--- src/rtl/reg_file_pkg.sv ---
// reg_file_pkg: shared types and defaults for the datapath register bank.
// Holds the clear-sweep state encoding and default geometry.
package reg_file_pkg;

  typedef enum logic {
    IDLE  = 1'b0,
    SWEEP = 1'b1
  } sweep_state_t;

  localparam int DEF_DATA_W   = 8;
  localparam int DEF_NUM_REGS = 8;

endpackage

--- src/rtl/reg_file_clear_seq.sv ---
// reg_file_clear_seq: sweeps the bank to zero one register per cycle.
// Drives sweepEn/sweepAddr and the busy/done/dropped status pulses.
module reg_file_clear_seq
  import reg_file_pkg::*;
#(
  parameter int NUM_REGS = DEF_NUM_REGS,
  parameter int ADDR_W   = $clog2(NUM_REGS)
) (
  input  logic              clk,
  input  logic              rst_n,
  input  logic              clearReq,
  input  logic              regWrite,
  output logic              sweepEn,
  output logic [ADDR_W-1:0] sweepAddr,
  output logic              clearBusy,
  output logic              clearDone,
  output logic              writeDropped
);

  localparam logic [ADDR_W-1:0] LAST = ADDR_W'(NUM_REGS - 1);

  sweep_state_t      state;
  logic [ADDR_W-1:0] ptr;

  // Sweep FSM with registered status outputs.
  always_ff @(posedge clk or negedge rst_n) begin
    if (!rst_n) begin
      state        <= IDLE;
      ptr          <= '0;
      clearBusy    <= 1'b0;
      clearDone    <= 1'b0;
      writeDropped <= 1'b0;
    end else begin
      clearDone    <= 1'b0;
      writeDropped <= 1'b0;
      unique case (state)
        IDLE: begin
          if (clearReq) begin
            state     <= SWEEP;
            ptr       <= '0;
            clearBusy <= 1'b1;
          end
        end
        SWEEP: begin
          writeDropped <= regWrite;
          if (ptr == LAST) begin
            state     <= IDLE;
            ptr       <= '0;
            clearBusy <= 1'b0;
            clearDone <= 1'b1;
          end else begin
            ptr <= ptr + ADDR_W'(1);
          end
        end
      endcase
    end
  end

  assign sweepEn   = (state == SWEEP);
  assign sweepAddr = ptr;

endmodule

--- src/rtl/reg_file_bank.sv ---
// reg_file_bank: 2-read/1-write register file with pending scoreboard,
// optional write bypass, optional zero register and a clear sweep.
module reg_file_bank
  import reg_file_pkg::*;
#(
  parameter int DATA_W   = DEF_DATA_W,
  parameter int NUM_REGS = DEF_NUM_REGS,
  parameter int ADDR_W   = $clog2(NUM_REGS),
  parameter int BYPASS   = 1,
  parameter int ZERO_REG = 0
) (
  input  logic              clk,
  input  logic              rst_n,
  input  logic              regWrite,
  input  logic [ADDR_W-1:0] writeReg,
  input  logic [DATA_W-1:0] writeData,
  input  logic [ADDR_W-1:0] reg1,
  input  logic [ADDR_W-1:0] reg2,
  output logic [DATA_W-1:0] reg1Data,
  output logic [DATA_W-1:0] reg2Data,
  output logic              reg1Pending,
  output logic              reg2Pending,
  input  logic              markPending,
  input  logic [ADDR_W-1:0] pendReg,
  input  logic              clearReq,
  output logic              clearBusy,
  output logic              clearDone,
  output logic              writeDropped
);

  logic [DATA_W-1:0]   regs [NUM_REGS];
  logic [NUM_REGS-1:0] pending;
  logic                sweepEn;
  logic [ADDR_W-1:0]   sweepAddr;
  logic                wrEn;

  reg_file_clear_seq #(
    .NUM_REGS (NUM_REGS),
    .ADDR_W   (ADDR_W)
  ) u_clear (
    .clk          (clk),
    .rst_n        (rst_n),
    .clearReq     (clearReq),
    .regWrite     (regWrite),
    .sweepEn      (sweepEn),
    .sweepAddr    (sweepAddr),
    .clearBusy    (clearBusy),
    .clearDone    (clearDone),
    .writeDropped (writeDropped)
  );

  // Writes are only accepted while no sweep is running.
  assign wrEn = regWrite & ~sweepEn;

  // Storage: sweep clear beats writeback; register 0 may be hard zero.
  always_ff @(posedge clk or negedge rst_n) begin
    if (!rst_n) begin
      for (int i = 0; i < NUM_REGS; i++) begin
        regs[i] <= '0;
      end
    end else begin
      for (int i = 0; i < NUM_REGS; i++) begin
        if (sweepEn && sweepAddr == ADDR_W'(i)) begin
          regs[i] <= '0;
        end else if (wrEn && writeReg == ADDR_W'(i) &&
                     !(ZERO_REG != 0 && i == 0)) begin
          regs[i] <= writeData;
        end
      end
    end
  end

  // Pending bits: sweep clears, then a mark wins over a write.
  always_ff @(posedge clk or negedge rst_n) begin
    if (!rst_n) begin
      pending <= '0;
    end else begin
      for (int i = 0; i < NUM_REGS; i++) begin
        if (sweepEn && sweepAddr == ADDR_W'(i)) begin
          pending[i] <= 1'b0;
        end else if (markPending && pendReg == ADDR_W'(i) &&
                     !(ZERO_REG != 0 && i == 0)) begin
          pending[i] <= 1'b1;
        end else if (wrEn && writeReg == ADDR_W'(i)) begin
          pending[i] <= 1'b0;
        end
      end
    end
  end

  // Read ports: stored value, optional bypass, zero register last.
  always_comb begin
    reg1Data = regs[reg1];
    reg2Data = regs[reg2];
    if (BYPASS != 0 && wrEn && writeReg == reg1) reg1Data = writeData;
    if (BYPASS != 0 && wrEn && writeReg == reg2) reg2Data = writeData;
    if (ZERO_REG != 0 && reg1 == '0) reg1Data = '0;
    if (ZERO_REG != 0 && reg2 == '0) reg2Data = '0;
  end

  assign reg1Pending = pending[reg1];
  assign reg2Pending = pending[reg2];

endmodule

--- config.mk ---
export PLATFORM = sky130hd
export DESIGN_NAME = reg_file_bank
export DESIGN_NICKNAME = d
export VERILOG_FILES = /design/src/rtl/reg_file_pkg.sv /design/src/rtl/reg_file_clear_seq.sv /design/src/rtl/reg_file_bank.sv
export SDC_FILE = /design/constraint.sdc
export NUM_CORES = 1
export LEC_CHECK = 0
export ABC_AREA = 1
export CORE_ASPECT_RATIO = 0.9
export CORE_MARGIN = 2
export CORE_UTILIZATION = 25
export DETAILED_ROUTE_END_ITERATION = 16
export GPL_ROUTABILITY_DRIVEN = 0
export PLACE_DENSITY = 0.48
export SETUP_SLACK_MARGIN = 0.5
export SYNTH_ARGS = -nofsm -noshare
export SYNTH_HDL_FRONTEND = slang
export SYNTH_SLANG_ARGS = --single-unit
--- constraint.sdc ---
create_clock -name clk -period 1.3 [get_ports clk]
set_input_delay 0.13 -clock clk [delete_from_list [all_inputs] [get_ports clk]]
set_output_delay 0.13 -clock clk [all_outputs]
set_load 0.05 [all_outputs]
==> results of run 1 <==
-- through the flow --
step	power [mW]	setup WS, ns
floorplan	6.74	0.0791
CTS	12.2	-0.488
global placement	8.87	-0.512
detailed placement	8.91	-0.520
finish	12.9	-0.475
global route	13.6	-0.554
-- routing by layer --
metal	vias to the layer above	wire [um]	global-route usage
met3	30	1140	0.0446
met1	2484	8870	0.263
li1	2476	-	-
met4	0	438	0.0540
met5	-	0	0
met2	154	9250	0.319
-- kinds of logic after synthesis --
family | Yosys count | synth area share
flip-flops | 79 | 0.415
buffers and inverters | 125 | 0.111
adder cells (fa/ha/maj) | 7 | 0.0184
AO/OA/AOI/OAI | 91 | 0.114
AND/OR/NAND/NOR | 365 | 0.342
-- worst min path at each step --
stage,from,endpoint,depth (start not counted)
CTS,rst_n,regs[28],2
global route,rst_n,regs[57],2
finish,rst_n,regs[20],2
detailed placement,rst_n,regs[28],1
floorplan,rst_n,pending[0],0
global placement,rst_n,regs[20],1
-- cells in the final DEF (no fill, tap or decap), types with 16 or more instances in the layout --
| cell | n |
|---|---|
| buf_12 | 42 |
| buf_4 | 62 |
| clkdlybuf4s50_1 | 16 |
| dfrtp_1 | 76 |
| inv_1 | 82 |
| nand2_1 | 170 |
| nand2_2 | 16 |
| nand2_4 | 26 |
| nand2_8 | 19 |
| nand3_1 | 108 |
| o22ai_2 | 51 |
-- power by group --
part / total [mW] / switching [mW] / internal, mW
Sequential: 3.56 / 0.364 / 3.19
Combinational: 6.91 / 3.96 / 2.94
Clock: 2.40 / 1.09 / 1.31
Total: 12.9 / 5.42 / 7.45
-- worst reg2reg max path, cell delays in order, from the launching register on --
cell     delay, ns
dfrtp_1       0.41
buf_4         0.15
buf_8         0.12
inv_4         0.05
nand2_4       0.06
nor2_4        0.13
buf_6         0.16
nand2_8       0.10
buf_12        0.17
o22ai_1       0.14
-- registers in the layout, indices dropped and copies added, names as in the netlist --
signal and count:
pending 8, regs 64, u_clear.clearBusy 1, u_clear.clearDone 1, u_clear.sweepAddr 3, u_clear.sweepEn 1
u_clear.writeDropped 1
-- repair_timing --
item                                    in CTS  in global routing
pin swaps                                   17                 14
hold buffers                                 1                  0
gates resized for setup                    101                 54
hold endpoints to repair                    23                  0
buffers inserted                             9                  5
gates cloned                                 4                  3
endpoints found under the setup margin      99                132
-- final cells by class --
cell class	count	area (um2)	area share
clock buffer	12	236	0.0294
clock inverter	4	31.3	0.00389
inverter	101	412	0.0512
multi-input combinational	469	3330	0.415
sequential	79	1980	0.246
tap	245	307	0.0381
timing repair buffer	144	1740	0.216
==> results.tsv, run 1 <==
metric	value	unit
path_max_fanout	5	
power.density	1600	nW/um2
cp.required	1.17	ns
nFillCells	1870	
hpwlAfterDp	13400	um
gr-usage-all-layers	0.197	
dr.pass1.iters	4	
max_freq	0.563	GHz
ys_types	29	
cts_tree	built	
status	finished, violations left	
violations	negative setup slack	
cellLeakagePower	3.81	nW
root_buffer	clkbuf_16	
drive_gt1_frac	0.379	
worst_slew_pin_slew	0.493	ns
cts_num_sinks	79	
finalHoldViolations	0	
min_period	1.78	ns
ff2ff_path_depth	9	
max_cap_violations	0	
die_w	149	um
timing.rr.end	regs[52]	
antenna_left	0	
irDropWorstVdd	1.08	mV
grt_pass1_vias	5199	
areaGrowthSynthToFinish	68.8	%
yosysWarnings	0	
ys_dominant_reg_cell	dfrtp_1	
yosysTopAreaCell	dfrtp_1	
crit_path_max_incr_delay	0.41	ns
critPathSlowestCell	dfrtp_1	
worst_slack	-0.475	ns
fp.dieH	135	um
rsz0062_at_grt	yes	
dpl_cell_area	6790	um2
route.detailed.drc	0	
stdcell_count	1054	
avgViaCountPerCell	4.88	
worstPathCellList	nor2_4, nand2_2, nor2_4, nand2_4, nand3_1, nand2_4, buf_12	
worstHoldPathType	input pin to async pin	
syn-cell-area	4760	um2
r2r_setup_slack	-0.25	ns
crit_buf_inv	1	
cts_buffer_depth	2	
cts.clk_slew.worst_paths	0.06	ns
stdcell_area	8040	um2
grt_max_degree	33	
syn_nets	699	
end_kind	output port	
cp_top_family	simple AND/OR/NAND/NOR gates	
synth_top_area_share	0.415	
crit_type	register to output port	
wl_per_cell	18.7	um
setup_viol	90	
antenna_found_initial	0	
syn_avg_cell_area	7.14	um2
fin_crit_sh	1.37	
finalClockSkew	0.00587	ns
placeableCoreArea	18500	um2
syn_inst	667	
crit_end	reg1Data[7]	
start_util	0.257	
slew_viol_final	0	
synth_most_common_cell	nand2_1	
cp.arrival	1.65	ns
antenna_cells	0	
grt_pass1_wl	29700	um
grt-ovfl-total	0	
dr_total_vias	5144	
pin_count	46	
rows	47	
cts-buffers-inserted	9	
cts_max_level	3	
first_iter_violations	282	
dieArea	20200	um2
relSlewSlack	0.671	
final_nets	836	
crit_cells	7	
hold_ws	0.218	ns
yosysSeqAreaShare	0.415	
r2r-start	u_clear.sweepEn	
port_buffers	45	
dp.cells	1016	
synth_seq_cells	79	
worst_setup_path_start_kind	register	
post-route-util	0.434	
clock_latency	0.35	ns
wl	19700	um
synthTopCellsByCount	206 x nand2_1, 119 x nand3_1, 89 x inv_1	
async_flop_share	1.00	
synth_edf_count	0	
tns	-22.94	ns
synth.area.top_cells	dfrtp_1 42%, nand2_1 16%, nand3_1 13%, o22ai_1 8.5%, inv_1 7.0%	
startpoint	u_clear.sweepEn	
Power figures use the tool's default switching activity.
==> inputs of run 2 (changes only) <==
Settings changed: CORE_MARGIN 2 to 4.
==> results.tsv, run 2 (synthesized netlist as in run 1, its figures left out) <==
metric	value	unit
crit_buf_inv	2	
status	finished, violations left	
max_cap_violations	0	
r2r_setup_slack	-0.36	ns
cp.arrival	1.65	ns
finalClockSkew	0.00796	ns
final_common_cell	nand2_1	
slew_viol_final	0	
route.detailed.drc	0	
stdcell_area	8090	um2
cts-buffers-inserted	9	
die_w	153	um
rsz0062_at_grt	yes	
dr.pass1.iters	5	
grt-ovfl-total	0	
worstHoldPathType	input pin to async pin	
violations	negative setup slack	
grt_pass1_vias	5081	
cts_num_sinks	79	
dpl_cell_area	6670	um2
max_freq	0.562	GHz
antenna_found_initial	0	
total_power	12.9	mW
largest_register	regs	
pre_cts_slack	-0.563	ns
critPathSlowestCell	dfrtp_1	
final_nets	818	
cts_max_level	3	
areaGrowthSynthToFinish	69.8	%
worstPathCellList	nor2_4, nand2_2, nor2_4, nand2_4, clkinv_8, nand2_1, nand2_4, buf_12	
grt_max_degree	28	
tns	-30.54	ns
crit_type	register to output port	
path_max_fanout	8	
worst_slew_pin_slew	0.582	ns
cts_tree	built	
root_buffer	clkbuf_16	
antenna_left	0	
cellLeakagePower	3.86	nW
end_kind	output port	
dp.cells	999	
first_iter_violations	407	
crit_path_max_incr_delay	0.41	ns
cts.clk_slew.worst_paths	0.06	ns
largest_reg_flops	64	
rows	47	
final_cell_mix	166 x nand2_1, 104 x nand3_1, 82 x inv_1	
dieArea	21300	um2
irDropWorstVdd	1.19	mV
gr-usage-all-layers	0.185	
pin_count	46	
cts_buffer_depth	2	
setup_viol	90	
timing.rr.end	regs[33]	
dr_total_vias	5109	
clock_latency	0.35	ns
wl	19800	um
stdcell_count	1036	
cp_top_family	simple AND/OR/NAND/NOR gates	
power.density	1600	nW/um2
drive_gt1_frac	0.398	
fin_crit_sh	1.37	
min_period	1.78	ns
port_buffers	45	
start_util	0.257	
multiInputGateArea	3380	um2
finalHoldViolations	0	
grt_pass1_wl	30400	um
nFillCells	1826	
r2r-start	u_clear.sweepEn	
cp.required	1.17	ns
wl_per_cell	19.2	um
relSlewSlack	0.611	
regArea	1980	um2
ff2ff_path_depth	9	
placeableCoreArea	18500	um2
worst_slack	-0.479	ns
antenna_cells	0	
worst_setup_path_start_kind	register	
fp.dieH	139	um
avgViaCountPerCell	4.93	
hpwlAfterDp	13200	um
-- run 2: final cells by class --
cell class | instances | area share
timing repair buffer | 128 | 0.213
clock inverter | 7 | 0.00681
tap | 245 | 0.0379
sequential | 79 | 0.245
clock buffer | 9 | 0.0278
inverter | 101 | 0.0512
multi-input combinational | 467 | 0.418
-- run 2: worst max-delay path by stage --
stage	endpoint	cells past startpoint	from
2_1_floorplan	reg2Data[0]	7	u_clear.sweepEn
4_1_cts	reg1Data[4]	8	u_clear.sweepEn
3_3_place_gp	reg2Data[7]	10	reg2[0]
6_report	reg2Data[4]	8	u_clear.sweepEn
5_1_grt	reg1Data[4]	7	u_clear.sweepEn
3_5_place_dp	reg2Data[7]	10	reg2[0]
-- run 2: timing repair --
action | CTS | global route
hold buffers | 1 | 0
gates cloned | 6 | 1
pin swaps | 19 | 12
hold endpoints to repair | 23 | 0
endpoints found under the setup margin | 100 | 156
setup buffers | 10 | 3
resized for setup | 145 | 40
-- run 2: through the flow --
| stage | util | hold WS (ns) |
|---|---|---|
| after global placement | 0.360 | 0.0929 |
| after detailed placement | 0.360 | 0.0938 |
| after global routing | 0.437 | 0.270 |
| after floorplan | - | -0.166 |
| after CTS | 0.426 | 0.285 |
| final | 0.437 | 0.235 |
-- run 2: report_power, final --
part           internal (mW)  total, mW  switching [mW]
clock                   1.31       2.44            1.13
combinational           2.97       6.93            3.96
sequential              3.20       3.55           0.358
-- run 2: routing by layer --
layer  track usage  vias to the layer above  wire length [um]
li1              -                     2449                 -
met1         0.250                     2423              8880
met2         0.298                      202              9230
met3        0.0456                       35              1330
met4        0.0483                        0               404
met5             0                        -                 0
